**src/rtl/sa_read_arbiter_pkg.sv**
```systemverilog
// Shared AXI field widths and default sizing for the interconnect blocks,
// plus the AR output stage state type used by the per-slave read arbiter.
package sa_read_arbiter_pkg;

   localparam int unsigned MST_AMT_DEF         = 2;
   localparam int unsigned OUTSTANDING_AMT_DEF = 8;
   localparam int unsigned DATA_WIDTH_DEF      = 32;
   localparam int unsigned ADDR_WIDTH_DEF      = 32;
   localparam int unsigned TRANS_MST_ID_W      = 5;
   localparam int unsigned TRANS_BURST_W       = 2;
   localparam int unsigned TRANS_DATA_LEN_W    = 3;
   localparam int unsigned TRANS_DATA_SIZE_W   = 3;

   typedef enum logic {
      AR_IDLE = 1'b0,
      AR_PEND = 1'b1
   } ar_state_e;

   // Circular successor of a dispatcher index.
   function automatic int unsigned rr_next(input int unsigned idx, input int unsigned amt);
      return (idx + 1 >= amt) ? 0 : idx + 1;
   endfunction

endpackage

```
**src/rtl/sa_read_arbiter_if.sv**
```systemverilog
// Dispatcher-side and slave-side AR/R signals of one slave's read arbiter.
// The arbiter uses the slave modport; the surrounding fabric uses master.
interface sa_read_arbiter_if #(
   parameter int unsigned MST_AMT    = sa_read_arbiter_pkg::MST_AMT_DEF,
   parameter int unsigned DATA_WIDTH = sa_read_arbiter_pkg::DATA_WIDTH_DEF,
   parameter int unsigned ADDR_WIDTH = sa_read_arbiter_pkg::ADDR_WIDTH_DEF
);
   import sa_read_arbiter_pkg::*;

   logic [TRANS_MST_ID_W*MST_AMT-1:0]    dsp_ARID_i;
   logic [ADDR_WIDTH*MST_AMT-1:0]        dsp_ARADDR_i;
   logic [TRANS_BURST_W*MST_AMT-1:0]     dsp_ARBURST_i;
   logic [TRANS_DATA_LEN_W*MST_AMT-1:0]  dsp_ARLEN_i;
   logic [TRANS_DATA_SIZE_W*MST_AMT-1:0] dsp_ARSIZE_i;
   logic [MST_AMT-1:0]                   dsp_ARVALID_i;
   logic [MST_AMT-1:0]                   dsp_AR_outst_full_i;
   logic [MST_AMT-1:0]                   dsp_ARREADY_o;
   logic [TRANS_MST_ID_W*MST_AMT-1:0]    dsp_RID_o;
   logic [DATA_WIDTH*MST_AMT-1:0]        dsp_RDATA_o;
   logic [MST_AMT-1:0]                   dsp_RLAST_o;
   logic [MST_AMT-1:0]                   dsp_RVALID_o;
   logic [MST_AMT-1:0]                   dsp_RREADY_i;

   logic [TRANS_MST_ID_W-1:0]            s_ARID_o;
   logic [ADDR_WIDTH-1:0]                s_ARADDR_o;
   logic [TRANS_BURST_W-1:0]             s_ARBURST_o;
   logic [TRANS_DATA_LEN_W-1:0]          s_ARLEN_o;
   logic [TRANS_DATA_SIZE_W-1:0]         s_ARSIZE_o;
   logic                                 s_ARVALID_o;
   logic                                 s_ARREADY_i;
   logic [TRANS_MST_ID_W-1:0]            s_RID_i;
   logic [DATA_WIDTH-1:0]                s_RDATA_i;
   logic                                 s_RLAST_i;
   logic                                 s_RVALID_i;
   logic                                 s_RREADY_o;

   modport slave (
      input  dsp_ARID_i, dsp_ARADDR_i, dsp_ARBURST_i, dsp_ARLEN_i, dsp_ARSIZE_i,
      input  dsp_ARVALID_i, dsp_AR_outst_full_i, dsp_RREADY_i,
      output dsp_ARREADY_o, dsp_RID_o, dsp_RDATA_o, dsp_RLAST_o, dsp_RVALID_o,
      output s_ARID_o, s_ARADDR_o, s_ARBURST_o, s_ARLEN_o, s_ARSIZE_o, s_ARVALID_o,
      input  s_ARREADY_i, s_RID_i, s_RDATA_i, s_RLAST_i, s_RVALID_i,
      output s_RREADY_o
   );

   modport master (
      output dsp_ARID_i, dsp_ARADDR_i, dsp_ARBURST_i, dsp_ARLEN_i, dsp_ARSIZE_i,
      output dsp_ARVALID_i, dsp_AR_outst_full_i, dsp_RREADY_i,
      input  dsp_ARREADY_o, dsp_RID_o, dsp_RDATA_o, dsp_RLAST_o, dsp_RVALID_o,
      input  s_ARID_o, s_ARADDR_o, s_ARBURST_o, s_ARLEN_o, s_ARSIZE_o, s_ARVALID_o,
      output s_ARREADY_i, s_RID_i, s_RDATA_i, s_RLAST_i, s_RVALID_i,
      input  s_RREADY_o
   );

endinterface

```
**src/rtl/sa_order_fifo.sv**
```systemverilog
// Synchronous FIFO of dispatcher indices recording AR acceptance order.
// A push is refused only when full before any same-cycle pop.
module sa_order_fifo #(
   parameter int unsigned DEPTH = 8,
   parameter int unsigned WIDTH = 1
) (
   input  logic             clk,
   input  logic             rst,
   input  logic             push,
   input  logic             pop,
   input  logic [WIDTH-1:0] din,
   output logic             full,
   output logic             empty,
   output logic [WIDTH-1:0] head
);
   localparam int unsigned PTR_W = (DEPTH > 1) ? $clog2(DEPTH) : 1;
   localparam int unsigned CNT_W = $clog2(DEPTH + 1);
   localparam logic [PTR_W-1:0] PTR_LAST = PTR_W'(DEPTH - 1);

   logic [WIDTH-1:0] mem [DEPTH];
   logic [PTR_W-1:0] wr_ptr;
   logic [PTR_W-1:0] rd_ptr;
   logic [CNT_W-1:0] count;
   logic             do_push;
   logic             do_pop;

   assign full    = (count == CNT_W'(DEPTH));
   assign empty   = (count == '0);
   assign do_push = push & ~full;
   assign do_pop  = pop & ~empty;
   assign head    = mem[rd_ptr];

   always_ff @(posedge clk) begin
      if (do_push) mem[wr_ptr] <= din;
   end

   always_ff @(posedge clk) begin
      if (rst) begin
         wr_ptr <= '0;
         rd_ptr <= '0;
         count  <= '0;
      end else begin
         if (do_push) wr_ptr <= (wr_ptr == PTR_LAST) ? '0 : wr_ptr + 1'b1;
         if (do_pop)  rd_ptr <= (rd_ptr == PTR_LAST) ? '0 : rd_ptr + 1'b1;
         case ({do_push, do_pop})
            2'b10:   count <= count + 1'b1;
            2'b01:   count <= count - 1'b1;
            default: count <= count;
         endcase
      end
   end

endmodule

```
**src/rtl/sa_read_arbiter.sv**
```systemverilog
// Per-slave read arbiter: round-robin AR grant into a registered AR stage,
// R bursts steered back to dispatchers in AR acceptance order.
module sa_read_arbiter
   import sa_read_arbiter_pkg::*;
#(
   parameter int unsigned MST_AMT         = MST_AMT_DEF,
   parameter int unsigned OUTSTANDING_AMT = OUTSTANDING_AMT_DEF,
   parameter int unsigned DATA_WIDTH      = DATA_WIDTH_DEF,
   parameter int unsigned ADDR_WIDTH      = ADDR_WIDTH_DEF
) (
   input  logic               ACLK_i,
   input  logic               ARESET_i,
   sa_read_arbiter_if.slave   bus
);
   localparam int unsigned MST_ID_W = (MST_AMT > 1) ? $clog2(MST_AMT) : 1;

   ar_state_e             ar_state;
   ar_state_e             ar_state_nxt;
   logic [MST_ID_W-1:0]   rr_ptr;
   logic [MST_ID_W-1:0]   grant;
   logic [MST_ID_W-1:0]   cand;
   logic [MST_AMT-1:0]    eligible;
   logic                  any_elig;
   logic                  load;
   logic                  ar_valid;
   logic                  fifo_full;
   logic                  fifo_empty;
   logic [MST_ID_W-1:0]   head;
   logic                  pop;
   logic                  s_rready;
   logic [MST_AMT-1:0]    ar_ready;
   logic [MST_AMT-1:0]    r_valid;
   logic [MST_AMT-1:0]    r_last;

   assign eligible = bus.dsp_ARVALID_i & ~bus.dsp_AR_outst_full_i;
   assign ar_valid = (ar_state == AR_PEND);
   assign load     = (~ar_valid | bus.s_ARREADY_i) & ~fifo_full & any_elig & ~ARESET_i;

   // First eligible dispatcher scanning circularly from rr_ptr.
   always_comb begin
      grant    = '0;
      cand     = '0;
      any_elig = 1'b0;
      for (int unsigned k = 0; k < MST_AMT; k++) begin
         cand = MST_ID_W'((32'(rr_ptr) + k) % MST_AMT);
         if (!any_elig && eligible[cand]) begin
            grant    = cand;
            any_elig = 1'b1;
         end
      end
   end

   always_comb begin
      ar_ready = '0;
      if (load) ar_ready[grant] = 1'b1;
   end

   always_comb begin
      ar_state_nxt = ar_state;
      if (load)                            ar_state_nxt = AR_PEND;
      else if (ar_valid && bus.s_ARREADY_i) ar_state_nxt = AR_IDLE;
   end

   always_ff @(posedge ACLK_i) begin
      if (ARESET_i) ar_state <= AR_IDLE;
      else          ar_state <= ar_state_nxt;
   end

   always_ff @(posedge ACLK_i) begin
      if (ARESET_i) begin
         rr_ptr          <= '0;
         bus.s_ARID_o    <= '0;
         bus.s_ARADDR_o  <= '0;
         bus.s_ARBURST_o <= '0;
         bus.s_ARLEN_o   <= '0;
         bus.s_ARSIZE_o  <= '0;
      end else if (load) begin
         rr_ptr          <= MST_ID_W'(rr_next(32'(grant), MST_AMT));
         bus.s_ARID_o    <= bus.dsp_ARID_i[32'(grant)*TRANS_MST_ID_W +: TRANS_MST_ID_W];
         bus.s_ARADDR_o  <= bus.dsp_ARADDR_i[32'(grant)*ADDR_WIDTH +: ADDR_WIDTH];
         bus.s_ARBURST_o <= bus.dsp_ARBURST_i[32'(grant)*TRANS_BURST_W +: TRANS_BURST_W];
         bus.s_ARLEN_o   <= bus.dsp_ARLEN_i[32'(grant)*TRANS_DATA_LEN_W +: TRANS_DATA_LEN_W];
         bus.s_ARSIZE_o  <= bus.dsp_ARSIZE_i[32'(grant)*TRANS_DATA_SIZE_W +: TRANS_DATA_SIZE_W];
      end
   end

   sa_order_fifo #(
      .DEPTH (OUTSTANDING_AMT),
      .WIDTH (MST_ID_W)
   ) u_order_fifo (
      .clk   (ACLK_i),
      .rst   (ARESET_i),
      .push  (load),
      .pop   (pop),
      .din   (grant),
      .full  (fifo_full),
      .empty (fifo_empty),
      .head  (head)
   );

   // R demux: reset also blanks routing so stale FIFO contents never leak.
   always_comb begin
      r_valid  = '0;
      r_last   = '0;
      s_rready = 1'b0;
      if (!fifo_empty && !ARESET_i) begin
         r_valid[head] = bus.s_RVALID_i;
         r_last[head]  = bus.s_RLAST_i;
         s_rready      = bus.dsp_RREADY_i[head];
      end
   end

   assign pop              = bus.s_RVALID_i & s_rready & bus.s_RLAST_i;
   assign bus.s_ARVALID_o  = ar_valid;
   assign bus.dsp_ARREADY_o = ar_ready;
   assign bus.dsp_RVALID_o = r_valid;
   assign bus.dsp_RLAST_o  = r_last;
   assign bus.s_RREADY_o   = s_rready;
   assign bus.dsp_RID_o    = {MST_AMT{bus.s_RID_i}};
   assign bus.dsp_RDATA_o  = {MST_AMT{bus.s_RDATA_i}};

endmodule

```
**src/flat_wrapper.sv**
```systemverilog
// flat-port wrapper written by rule: the top's interface ports become plain ports
module sa_read_arbiter_flat import sa_read_arbiter_pkg::*;
#(
   parameter int unsigned MST_AMT         = MST_AMT_DEF,
   parameter int unsigned OUTSTANDING_AMT = OUTSTANDING_AMT_DEF,
   parameter int unsigned DATA_WIDTH      = DATA_WIDTH_DEF,
   parameter int unsigned ADDR_WIDTH      = ADDR_WIDTH_DEF
)
  (ACLK_i, ARESET_i, bus_dsp_ARID_i, bus_dsp_ARADDR_i, bus_dsp_ARBURST_i, bus_dsp_ARLEN_i, bus_dsp_ARSIZE_i, bus_dsp_ARVALID_i, bus_dsp_AR_outst_full_i, bus_dsp_RREADY_i, bus_dsp_ARREADY_o, bus_dsp_RID_o, bus_dsp_RDATA_o, bus_dsp_RLAST_o, bus_dsp_RVALID_o, bus_s_ARID_o, bus_s_ARADDR_o, bus_s_ARBURST_o, bus_s_ARLEN_o, bus_s_ARSIZE_o, bus_s_ARVALID_o, bus_s_ARREADY_i, bus_s_RID_i, bus_s_RDATA_i, bus_s_RLAST_i, bus_s_RVALID_i, bus_s_RREADY_o);
  sa_read_arbiter_if #(.MST_AMT(MST_AMT), .DATA_WIDTH(DATA_WIDTH), .ADDR_WIDTH(ADDR_WIDTH)) bus_i ();
  input  logic ACLK_i;
  input  logic ARESET_i;
  input wire logic [$bits(bus_i.dsp_ARID_i)-1:0] bus_dsp_ARID_i;
  input wire logic [$bits(bus_i.dsp_ARADDR_i)-1:0] bus_dsp_ARADDR_i;
  input wire logic [$bits(bus_i.dsp_ARBURST_i)-1:0] bus_dsp_ARBURST_i;
  input wire logic [$bits(bus_i.dsp_ARLEN_i)-1:0] bus_dsp_ARLEN_i;
  input wire logic [$bits(bus_i.dsp_ARSIZE_i)-1:0] bus_dsp_ARSIZE_i;
  input wire logic [$bits(bus_i.dsp_ARVALID_i)-1:0] bus_dsp_ARVALID_i;
  input wire logic [$bits(bus_i.dsp_AR_outst_full_i)-1:0] bus_dsp_AR_outst_full_i;
  input wire logic [$bits(bus_i.dsp_RREADY_i)-1:0] bus_dsp_RREADY_i;
  output wire logic [$bits(bus_i.dsp_ARREADY_o)-1:0] bus_dsp_ARREADY_o;
  output wire logic [$bits(bus_i.dsp_RID_o)-1:0] bus_dsp_RID_o;
  output wire logic [$bits(bus_i.dsp_RDATA_o)-1:0] bus_dsp_RDATA_o;
  output wire logic [$bits(bus_i.dsp_RLAST_o)-1:0] bus_dsp_RLAST_o;
  output wire logic [$bits(bus_i.dsp_RVALID_o)-1:0] bus_dsp_RVALID_o;
  output wire logic [$bits(bus_i.s_ARID_o)-1:0] bus_s_ARID_o;
  output wire logic [$bits(bus_i.s_ARADDR_o)-1:0] bus_s_ARADDR_o;
  output wire logic [$bits(bus_i.s_ARBURST_o)-1:0] bus_s_ARBURST_o;
  output wire logic [$bits(bus_i.s_ARLEN_o)-1:0] bus_s_ARLEN_o;
  output wire logic [$bits(bus_i.s_ARSIZE_o)-1:0] bus_s_ARSIZE_o;
  output wire logic [$bits(bus_i.s_ARVALID_o)-1:0] bus_s_ARVALID_o;
  input wire logic [$bits(bus_i.s_ARREADY_i)-1:0] bus_s_ARREADY_i;
  input wire logic [$bits(bus_i.s_RID_i)-1:0] bus_s_RID_i;
  input wire logic [$bits(bus_i.s_RDATA_i)-1:0] bus_s_RDATA_i;
  input wire logic [$bits(bus_i.s_RLAST_i)-1:0] bus_s_RLAST_i;
  input wire logic [$bits(bus_i.s_RVALID_i)-1:0] bus_s_RVALID_i;
  output wire logic [$bits(bus_i.s_RREADY_o)-1:0] bus_s_RREADY_o;
  assign bus_i.dsp_ARID_i = bus_dsp_ARID_i;
  assign bus_i.dsp_ARADDR_i = bus_dsp_ARADDR_i;
  assign bus_i.dsp_ARBURST_i = bus_dsp_ARBURST_i;
  assign bus_i.dsp_ARLEN_i = bus_dsp_ARLEN_i;
  assign bus_i.dsp_ARSIZE_i = bus_dsp_ARSIZE_i;
  assign bus_i.dsp_ARVALID_i = bus_dsp_ARVALID_i;
  assign bus_i.dsp_AR_outst_full_i = bus_dsp_AR_outst_full_i;
  assign bus_i.dsp_RREADY_i = bus_dsp_RREADY_i;
  assign bus_dsp_ARREADY_o = bus_i.dsp_ARREADY_o;
  assign bus_dsp_RID_o = bus_i.dsp_RID_o;
  assign bus_dsp_RDATA_o = bus_i.dsp_RDATA_o;
  assign bus_dsp_RLAST_o = bus_i.dsp_RLAST_o;
  assign bus_dsp_RVALID_o = bus_i.dsp_RVALID_o;
  assign bus_s_ARID_o = bus_i.s_ARID_o;
  assign bus_s_ARADDR_o = bus_i.s_ARADDR_o;
  assign bus_s_ARBURST_o = bus_i.s_ARBURST_o;
  assign bus_s_ARLEN_o = bus_i.s_ARLEN_o;
  assign bus_s_ARSIZE_o = bus_i.s_ARSIZE_o;
  assign bus_s_ARVALID_o = bus_i.s_ARVALID_o;
  assign bus_i.s_ARREADY_i = bus_s_ARREADY_i;
  assign bus_i.s_RID_i = bus_s_RID_i;
  assign bus_i.s_RDATA_i = bus_s_RDATA_i;
  assign bus_i.s_RLAST_i = bus_s_RLAST_i;
  assign bus_i.s_RVALID_i = bus_s_RVALID_i;
  assign bus_s_RREADY_o = bus_i.s_RREADY_o;
  sa_read_arbiter #(.MST_AMT(MST_AMT), .OUTSTANDING_AMT(OUTSTANDING_AMT), .DATA_WIDTH(DATA_WIDTH), .ADDR_WIDTH(ADDR_WIDTH)) u_core (.ACLK_i(ACLK_i), .ARESET_i(ARESET_i), .bus(bus_i));
endmodule
```
**config.mk**
```make
export PLATFORM = sky130hd
export DESIGN_NAME = sa_read_arbiter_flat
export DESIGN_NICKNAME = d
export VERILOG_FILES = /design/src/rtl/sa_read_arbiter_pkg.sv /design/src/rtl/sa_read_arbiter_if.sv /design/src/rtl/sa_order_fifo.sv /design/src/rtl/sa_read_arbiter.sv /design/src/flat_wrapper.sv
export SDC_FILE = /design/constraint.sdc
export NUM_CORES = 1
export LEC_CHECK = 0
export CAP_MARGIN = 20
export CORE_MARGIN = 8
export CORE_UTILIZATION = 30
export CTS_BUF_LIST = sky130_fd_sc_hd__clkbuf_8
export DETAILED_ROUTE_END_ITERATION = 10
export PLACE_DENSITY = 0.7
export SLEW_MARGIN = 25
export SYNTH_ARGS = -nofsm -noshare
export SYNTH_HDL_FRONTEND = slang
export SYNTH_SLANG_ARGS = --single-unit
```
**constraint.sdc**
```tcl
create_clock -name ACLK_i -period 3.1 [get_ports ACLK_i]
set_input_delay 0.775 -clock ACLK_i [delete_from_list [all_inputs] [get_ports ACLK_i]]
set_output_delay 0.775 -clock ACLK_i [all_outputs]
set_load 0.02 [all_outputs]
```
==> metrics.txt <==
Inserted Diodes 0; WP data required approximately 2.3 ns; sequential cell area fraction in the yosys report 0.379; Sequential Area roughly 1400 um2; Mapped Cells approximately 410; area leader, netlist dfxtp_1; net count after synthesis ~550; CTS hold repair buffers 0; Reg2Reg Depth 12; drt via density 4.53; Worst VDD drop ~0.00019 V; largest stage delay on the critical path roughly 0.40 ns; CP cell instances clkdlybuf4s50_1 > nand2b_4 > a2111oi_4 > buf_4 > inv_2 > buf_6 > nor2_4 > buf_6; area of the multi-input gates 1700 um2; final core utilization 0.418; Worst R2R End u_core.u_order_fifo.count[2]; most frequent cells in the layout 144 x clkdlybuf4s50_1, 60 x dfxtp_1, 58 x nor2_1; routed vias between 3000 and 4000; Cell variety after synth 36; First DRT Iteration DRCs 75; share of cells above drive strength 1 0.0915; CTS buffer count 9; clock sink count 68; H-tree Lvls 3; Layout area overhead 37.8%; vias in the first global route ~3100; flop-to-flop setup slack around 0.28 ns; top cell type's share of synthesized area 0.316; pwr/cell area approximately 430 nW/um2; Floorplan Core Area ~13000 um2; Setup crit end kind primary output; antenna viol nets, final 0; routed wire length 9.60 mm; Starting Density 0.304; hold_sp u_core.bus.s_ARID_o[2]; RePlAce Congestion between 0.7 and 0.8; Max FO, Critical Path 10; Tightest Pin Transition 0.645 ns; Overall Global Routing Usage 0.116; CP max-delay cell clkdlybuf4s50_1; Slew headroom 0.570; Die Ht around 130 um; most used cell, CP buf_6; CTS tree done; post-DR wirelength/cell 14.5 um; WHS Endpoint u_core.bus.s_ARID_o[2]; die width about 130 um; hold slack between 0.4 and 0.5 ns; # IOs ~270; Hold Crit Depth 2; commonest non-fill, non-tap cell in the layout clkdlybuf4s50_1; Worst Hold Class reg2reg; clock latency on the worst-skew pair about 0.34 ns; Post-synth EDFFs 8; Setup Crit Path Kind in2out; Synth Flop Type dfxtp_1; max-slew violation count 0; fillers ~1200; clock skew just over 0.009 ns; Final Hold Viols 0; row cnt 41; fmax between 0.3 and 0.4 GHz; worst setup margin between 0.09 and 0.1 ns; Final Cycle Share 0.968; largest net degree at the start of global routing 96; Worst EP arrival ~2.2 ns; YS warnings 0; final global-route overflow total 0; outcome finished clean; crit start category primary input; RSZ-0062 raised after global routing false; main area contributors after synthesis dfxtp_1 32%, buf_4 15%, mux2i_1 13%; Leakage approximately 1.9 nW; maximum buffer depth of the clock tree 2; Cell Area, Synth 3800 um2; Layout Nets about 630; die area 16500 um2; max cap viols 0; DP HPWL around 7.4 mm; first-pass GRT wire length 15.2 mm; DRT Pass-1 Iters 4; Seq cells post-synth 68; Post-route DRC 0; clk slew on worst S/H paths roughly 0.070 ns; initial antenna violation count 0; pre-CTS setup slack -0.238 ns; Design Power ~2.2 mW; I/O Buffers about 150; Avg Cell Area, Syn 9.36 um2; Setup-failing EPs final 0; root buffer cell clkbuf_8; Final min period between 3 and 4 ns; Post-synth ARST share 0
==> worst max path at each step <==
| stage | startpoint | to | slack (ns) |
|---|---|---|---|
| 6_report | bus_dsp_AR_outst_full_i[1] | bus_dsp_ARREADY_o[0] | 0.1 |
| 5_1_grt | bus_dsp_AR_outst_full_i[1] | bus_dsp_ARREADY_o[1] | 0.008 |
| 4_1_cts | bus_dsp_ARVALID_i[0] | bus_dsp_ARREADY_o[0] | 0.002 |
| 3_5_place_dp | bus_dsp_AR_outst_full_i[0] | u_core.u_order_fifo.mem[4] | -0.24 |
| 3_3_place_gp | bus_dsp_AR_outst_full_i[0] | bus_dsp_ARREADY_o[1] | -0.20 |
| 2_1_floorplan | bus_dsp_AR_outst_full_i[0] | u_core.u_order_fifo.count[2] | 0.24 |
==> through the flow <==
step | setup TNS [ns] | cell area (um2) | std cells
2_1_floorplan | 0 | 3800 | 406
3_3_place_gp | -0.898 | 4990 | 647
3_5_place_dp | -1.30 | 4990 | 647
4_1_cts | 0 | 5210 | 664
5_1_grt | 0 | 5240 | 664
6_report | 0 | 5240 | 664
==> cells in the mapped netlist, types with 2 or more instances <==
cell type / instances
dfxtp_1: 60
and3_1: 2
nor3_1: 9
or3_1: 3
or4_1: 4
a21oi_1: 9
xor2_1: 3
o21ai_0: 4
edfxtp_1: 8
clkbuf_1: 11
buf_4: 77
ha_1: 7
nand2b_1: 11
nor2b_1: 2
nand4b_1: 3
mux2i_1: 48
buf_2: 12
nand2_1: 9
mux4_2: 2
a211oi_1: 46
o311ai_0: 3
nor2_1: 59
==> kinds of logic after synthesis <==
family,after synthesis,synth area share
xor+xnor,3,0.00692
flops,68,0.379
buf+inv,102,0.181
simple gates,109,0.140
compound gates,66,0.129
mux,51,0.141
fa+ha+maj,7,0.0230
==> repair_timing <==
action	4_1_cts	5_1_grt
endpoints found under the setup margin	5	9
pin swaps	0	1
setup buffers	1	0
resized for setup	5	12
==> sequential cells by signal, indices dropped and copies added (netlist names), named ones only <==
name and count:
u_core.bus.s_ARADDR_o 32, u_core.bus.s_ARSIZE_o 3, u_core.u_order_fifo.mem 8, u_core.bus.s_ARVALID_o 1, u_core.u_order_fifo.wr_ptr 3, u_core.rr_ptr 1
u_core.u_order_fifo.rd_ptr 3, u_core.bus.s_ARBURST_o 2, u_core.bus.s_ARID_o 5, u_core.bus.s_ARLEN_o 3, u_core.u_order_fifo.count 4
==> area by class of cell <==
cell class,count,area share
inverter,1,0.000717
multi-input combinational,236,0.325
clock buffer,12,0.0315
sequential,68,0.275
timing repair buffer,171,0.319
clock inverter,4,0.00789
tap,172,0.0411
==> where the power goes <==
group | internal, mW | switching, mW | total (mW)
Sequential | 0.943 | 0.0330 | 0.976
Clock | 0.429 | 0.314 | 0.743
Combinational | 0.285 | 0.229 | 0.514
Total | 1.66 | 0.576 | 2.23
==> routing by layer <==
metal	share of wire	track usage	up-vias
met1	0.39	0.112	1333
met3	0.11	0.0720	18
li1	-	-	1529
met4	0.016	0.0498	0
met5	0	0	-
met2	0.48	0.195	129
==> critical path: cells and delay by family <==
family          cells  cell delay, ns
simple gates        2            0.23
buf+inv             5            0.86
compound gates      1            0.35
Note: power is estimated with default switching activity, not from simulation.
==> variant 1 (config.mk and constraints unchanged) <==
`TRANS_DATA_SIZE_W`: 3 -> 5.
--- a/src/rtl/sa_read_arbiter_pkg.sv
+++ b/src/rtl/sa_read_arbiter_pkg.sv
@@ -9,7 +9,7 @@
    localparam int unsigned TRANS_MST_ID_W      = 5;
    localparam int unsigned TRANS_BURST_W       = 2;
    localparam int unsigned TRANS_DATA_LEN_W    = 3;
-   localparam int unsigned TRANS_DATA_SIZE_W   = 3;
+   localparam int unsigned TRANS_DATA_SIZE_W   = 5;
 
    typedef enum logic {
       AR_IDLE = 1'b0,
Interface: changed (resized bus_dsp_ARSIZE_i and bus_s_ARSIZE_o); port bits go from 265 to 271. No check against the original RTL was run, so the function may have changed too.
==> variant 1 against the unedited design <==
  * Maximum frequency grew 0.84%
  * Cell area grew 6.6%
  * Wire length grew 8.1%
  * Non-clock buffer count grew 6
  * Area after synthesis grew 9.0%
  * Worst setup slack gained 25 ps
  * Sequential cell count grew 2
  * Power grew 3.2%
  * Sequential share of layout area shrank 1.0 points
  * Largest power group unchanged
  * Global-route usage shrank 0.14 points
==> variant 1: results (changes against the unedited design) <==
worst-path-max-fanout: 3  # -7
drt-pass1-iter-count: 4  # unchanged
drive_above_1_share_pct: 19.5  # +10 points
synthDistinctLibCells: 38  # +5.6%
avgViaCountPerCell: 4.60  # +1.5%
diodes: 0  # unchanged
portBuffers: 159  # +3.9%
yosys-top-cells-area: "dfxtp_1 (30%), buf_4 (15%), a211oi_2 (14%)"
synthTopCellsByCount: "buf_4 (80), dfxtp_1 (62), nor2_1 (62)"
grt.total_usage_pct: 11.4  # -0.14 points
synth_area_per_cell_um2: 10.1  # +8.2%
ys_seq_area_share_pct: 35.8  # -2.2 points
vdd_drop_max_mv: 0.187  # -3.9%
hp-class: "reg2reg"
n_fill_cell: 1367  # +11%
post-place-ws_ps: -409  # -171 ps
place_congestion: 0.761  # +4.4%
reg.largest.list: "u_core.bus.s_ARADDR_o (32), u_core.u_order_fifo.mem (8)"
place_inst: 664  # +2.6%
path_clk_slew_ps: 70  # about the same
use_met2_pct: 19.9  # +0.44 points
via_count: 3136  # +4.2%
yosys_warnings: 0  # unchanged
static-leakage-power_nw: 2.03  # +4.7%
wirelength_um: 10400  # +8.1%
place_hpwl_um: 8090  # +8.8%
cp_data_arrival_time_ps: 2200  # -30 ps
grt_pass1_vias: 3479  # +12%
max_stage_delay_ps: 400  # about the same
grtUsageMet3_pct: 5.84  # -1.4 points
nets: 646  # +2.2%
grt_pass1_wl_um: 16700  # +10%
clk_path_buf_depth: 2  # unchanged
use_met1_pct: 11.0  # -0.18 points
cts_made_buffers: 9  # unchanged
antenna_found_initial: 0  # unchanged
worstMarginPinSlew_ps: 521  # -124 ps
syn_nets: 558  # +1.3%
fin_skew_ps: 7.19  # -1.98 ps
drt_iter0_drc: 106  # +41%
grt_max_degree: 60  # -38%
synth_edf_count: 8  # unchanged
outcome: "finished clean"
async_flop_share_pct: 0  # unchanged
==> variant 1: changes by cell type after synthesis, sizes merged, moves of 2 or more <==
cell    before  now
dfxtp       60   62
clkbuf      11    6
buf         90   94
mux2i       48   51
nand2b      11    9
nor2        59   62
==> variant 1: kinds of logic (layout without fill, tap and decap cells) <==
kind of cell | after synthesis | after routing | share of synthesized area, %
xor+xnor | 3 | 3 | 0.635
compound gates | 64 | 64 | 16.8
mux | 55 | 55 | 14.0
simple gates | 109 | 109 | 12.7
fa+ha+maj | 7 | 7 | 2.11
flops | 70 | 70 | 35.8
buf+inv | 101 | 194 | 18.0
==> variant 1: where the power goes <==
group          internal [mW]  total [mW]  switching, mW
clock network          0.385       0.724          0.339
logic                  0.310       0.577          0.266
registers              0.969        1.00         0.0329
total                   1.67        2.30          0.638
==> variant 1: repair_timing <==
item,in CTS,in global routing
endpoints found under the setup margin,32,37
gates resized for setup,10,16
hold buffers,0,0
pin swaps,1,2
setup buffers,1,1
==> variant 1: area by class of cell <==
class	instances	area [um^2]	share of cell area (%)
multi-input cells	238	1960	35.0
repair buffers	177	1730	30.9
flip-flops and latches	70	1480	26.5
well taps	180	225	4.03
clock buffers	10	138	2.46
clock inverters	6	53.8	0.963
inverters	1	3.75	0.0672
==> variant 1: per-layer routing <==
| layer | up-vias | share of wire [%] |
|---|---|---|
| met5 | - | 0 |
| met4 | 0 | 1.8 |
| met3 | 25 | 11 |
| met2 | 137 | 50 |
| met1 | 1432 | 38 |
| li1 | 1542 | - |
==> variant 1: worst max-delay path: cells and delay by family <==
family | cells | cell delay (ps)
compound gates | 1 | 330
simple gates | 2 | 290
buf+inv | 4 | 810
==> variant 1: final timing paths <==
check,slack [ps],start,endpoint,cells after the start
setup / recovery,120,bus_dsp_AR_outst_full_i[0],bus_dsp_ARREADY_o[1],7
hold / removal,520,u_core.u_order_fifo.rd_ptr[1]$_SDFFE_PP0N_,flop,2
setup reg to reg,260,flop,u_core.u_order_fifo.count[2]$_SDFFE_PP0P_,11
hold reg to reg,520,u_core.u_order_fifo.rd_ptr[1]$_SDFFE_PP0N_,flop,2
==> variant 1: stage by stage <==
stage	setup TNS (ps)	cell area (um^2)	power [mW]	hold WS [ps]	utilization, %
global placement	-11830	5350	1.59	493	39.2
detailed placement	-12800	5350	1.60	512	39.2
global route	-53.5	5580	2.43	553	40.9
CTS	0	5540	2.34	523	40.6
finish	0	5580	2.30	523	40.9
floorplan	0	4140	1.46	467	-
==> variant 2 (same flow settings) <==
Made on the original files. Compare `count` against `CNT_W'(DEPTH)` with >= in place of ==.
--- a/src/rtl/sa_order_fifo.sv
+++ b/src/rtl/sa_order_fifo.sv
@@ -24,7 +24,7 @@
    logic             do_push;
    logic             do_pop;
 
-   assign full    = (count == CNT_W'(DEPTH));
+   assign full    = (count >= CNT_W'(DEPTH));
    assign empty   = (count == '0);
    assign do_push = push & ~full;
    assign do_pop  = pop & ~empty;
Check against the original RTL: no difference found for any inputs over 4 cycles, from zero or initial values and one cycle with ARESET_i high; that may be too few to reach the edited logic, so the function may still have changed.
==> variant 2 against the unedited design <==
  * Sequential cell count is the same
  * Maximum frequency grew 0.48%
  * Area after synthesis grew 6.3%
  * Worst setup slack gained 14 ps
  * Sequential share of layout area shrank 1.2 points
  * Wire length grew 29%
  * First-iteration DRC count grew to 2.7 times the old value
  * Count of clock-buffer cells in the layout shrank 3
  * Critical endpoint unchanged
  * Critical path depth shrank 3
  * Die area grew 5.5%
  * Power shrank 0.77%
  * Cell area grew 4.8%
==> variant 2: results (changes against the unedited design) <==
synth_fa_ha_area_share_pct: 2.17  # -0.14 points
use_met2_pct: 24.3  # +4.8 points
synth-compound-area-share_pct: 15.6  # +2.7 points
place_congestion: 0.782  # +7.4%
synthDistinctLibCells: 38  # +5.6%
nonClkBufAreaFrac_pct: 31.3  # -0.56 points
wl_met1_um: 4660  # +26%
drt-pass1-iter-count: 5  # +1
inverters: 2  # +1
synth_area_per_cell_um2: 8.11  # -13%
grt.total_usage_pct: 13.9  # +2.3 points
holdCritStartpoint: "u_core.bus.s_ARID_o[4]$_SDFFE_PP0N_"
drt_iter0_drc: 199  # +170%
synth_mux_area_share_pct: 3.25  # -11 points
place_hpwl_um: 8920  # +20%
powerComb_mw: 0.473  # -8.0%
place_area_mm2: 0.00525  # +5.3%
worst-path-max-fanout: 3  # -7
wl_met2_um: 6180  # +33%
whs_ps: 455  # -41.8 ps
outcome: "finished clean"
fin_ws_ps: 113  # +14.2 ps
grt_max_degree: 62  # -35%
place_inst: 737  # +14%
grt_pass1_vias: 3930  # +26%
fin_skew_ps: 12.8  # +3.64 ps
cp_data_arrival_time_ps: 2210  # -20 ps
synthTopCellsByCount: "nand3_1 (94), buf_4 (75), dfxtp_1 (60)"
syn_nets: 643  # +17%
nFlopsAndLatches: 68  # unchanged
grtUsageMet3_pct: 5.72  # -1.5 points
nets: 722  # +14%
drive_above_1_share_pct: 9.11  # -0.040 points
-- variant 2: cell types whose count changed in the layout (fill, tap and decap cells not counted), sizes merged, moves of 8 or more --
cell / before / now
nor2: 59 / 8
mux2i: 48 / 4
buf: 20 / 28
a21o: 0 / 45
a211oi: 46 / 0
a21oi: 9 / 49
nand3: 1 / 94
nand2b: 11 / 3
nand2: 9 / 50
-- variant 2: per-stage QoR --
step	power (mW)	TNS, ps
2_1_floorplan	1.32	0
3_3_place_gp	1.44	-385
3_5_place_dp	1.44	-546
4_1_cts	2.24	0
5_1_grt	2.32	0
6_report	2.22	0
-- variant 2: worst max-delay path, delay by kind of cell --
family        cells  cell delay [ps]
buf+inv           2              780
simple gates      3              650
-- variant 2: what timing repair did --
| action | in CTS | in global routing |
|---|---|---|
| resized for setup | 7 | 7 |
| pin swaps | 0 | 0 |
| setup buffers | 3 | 2 |
| cloned | 0 | 0 |
| hold endpoints to repair | 0 | 0 |
| setup endpoints to repair | 5 | 4 |
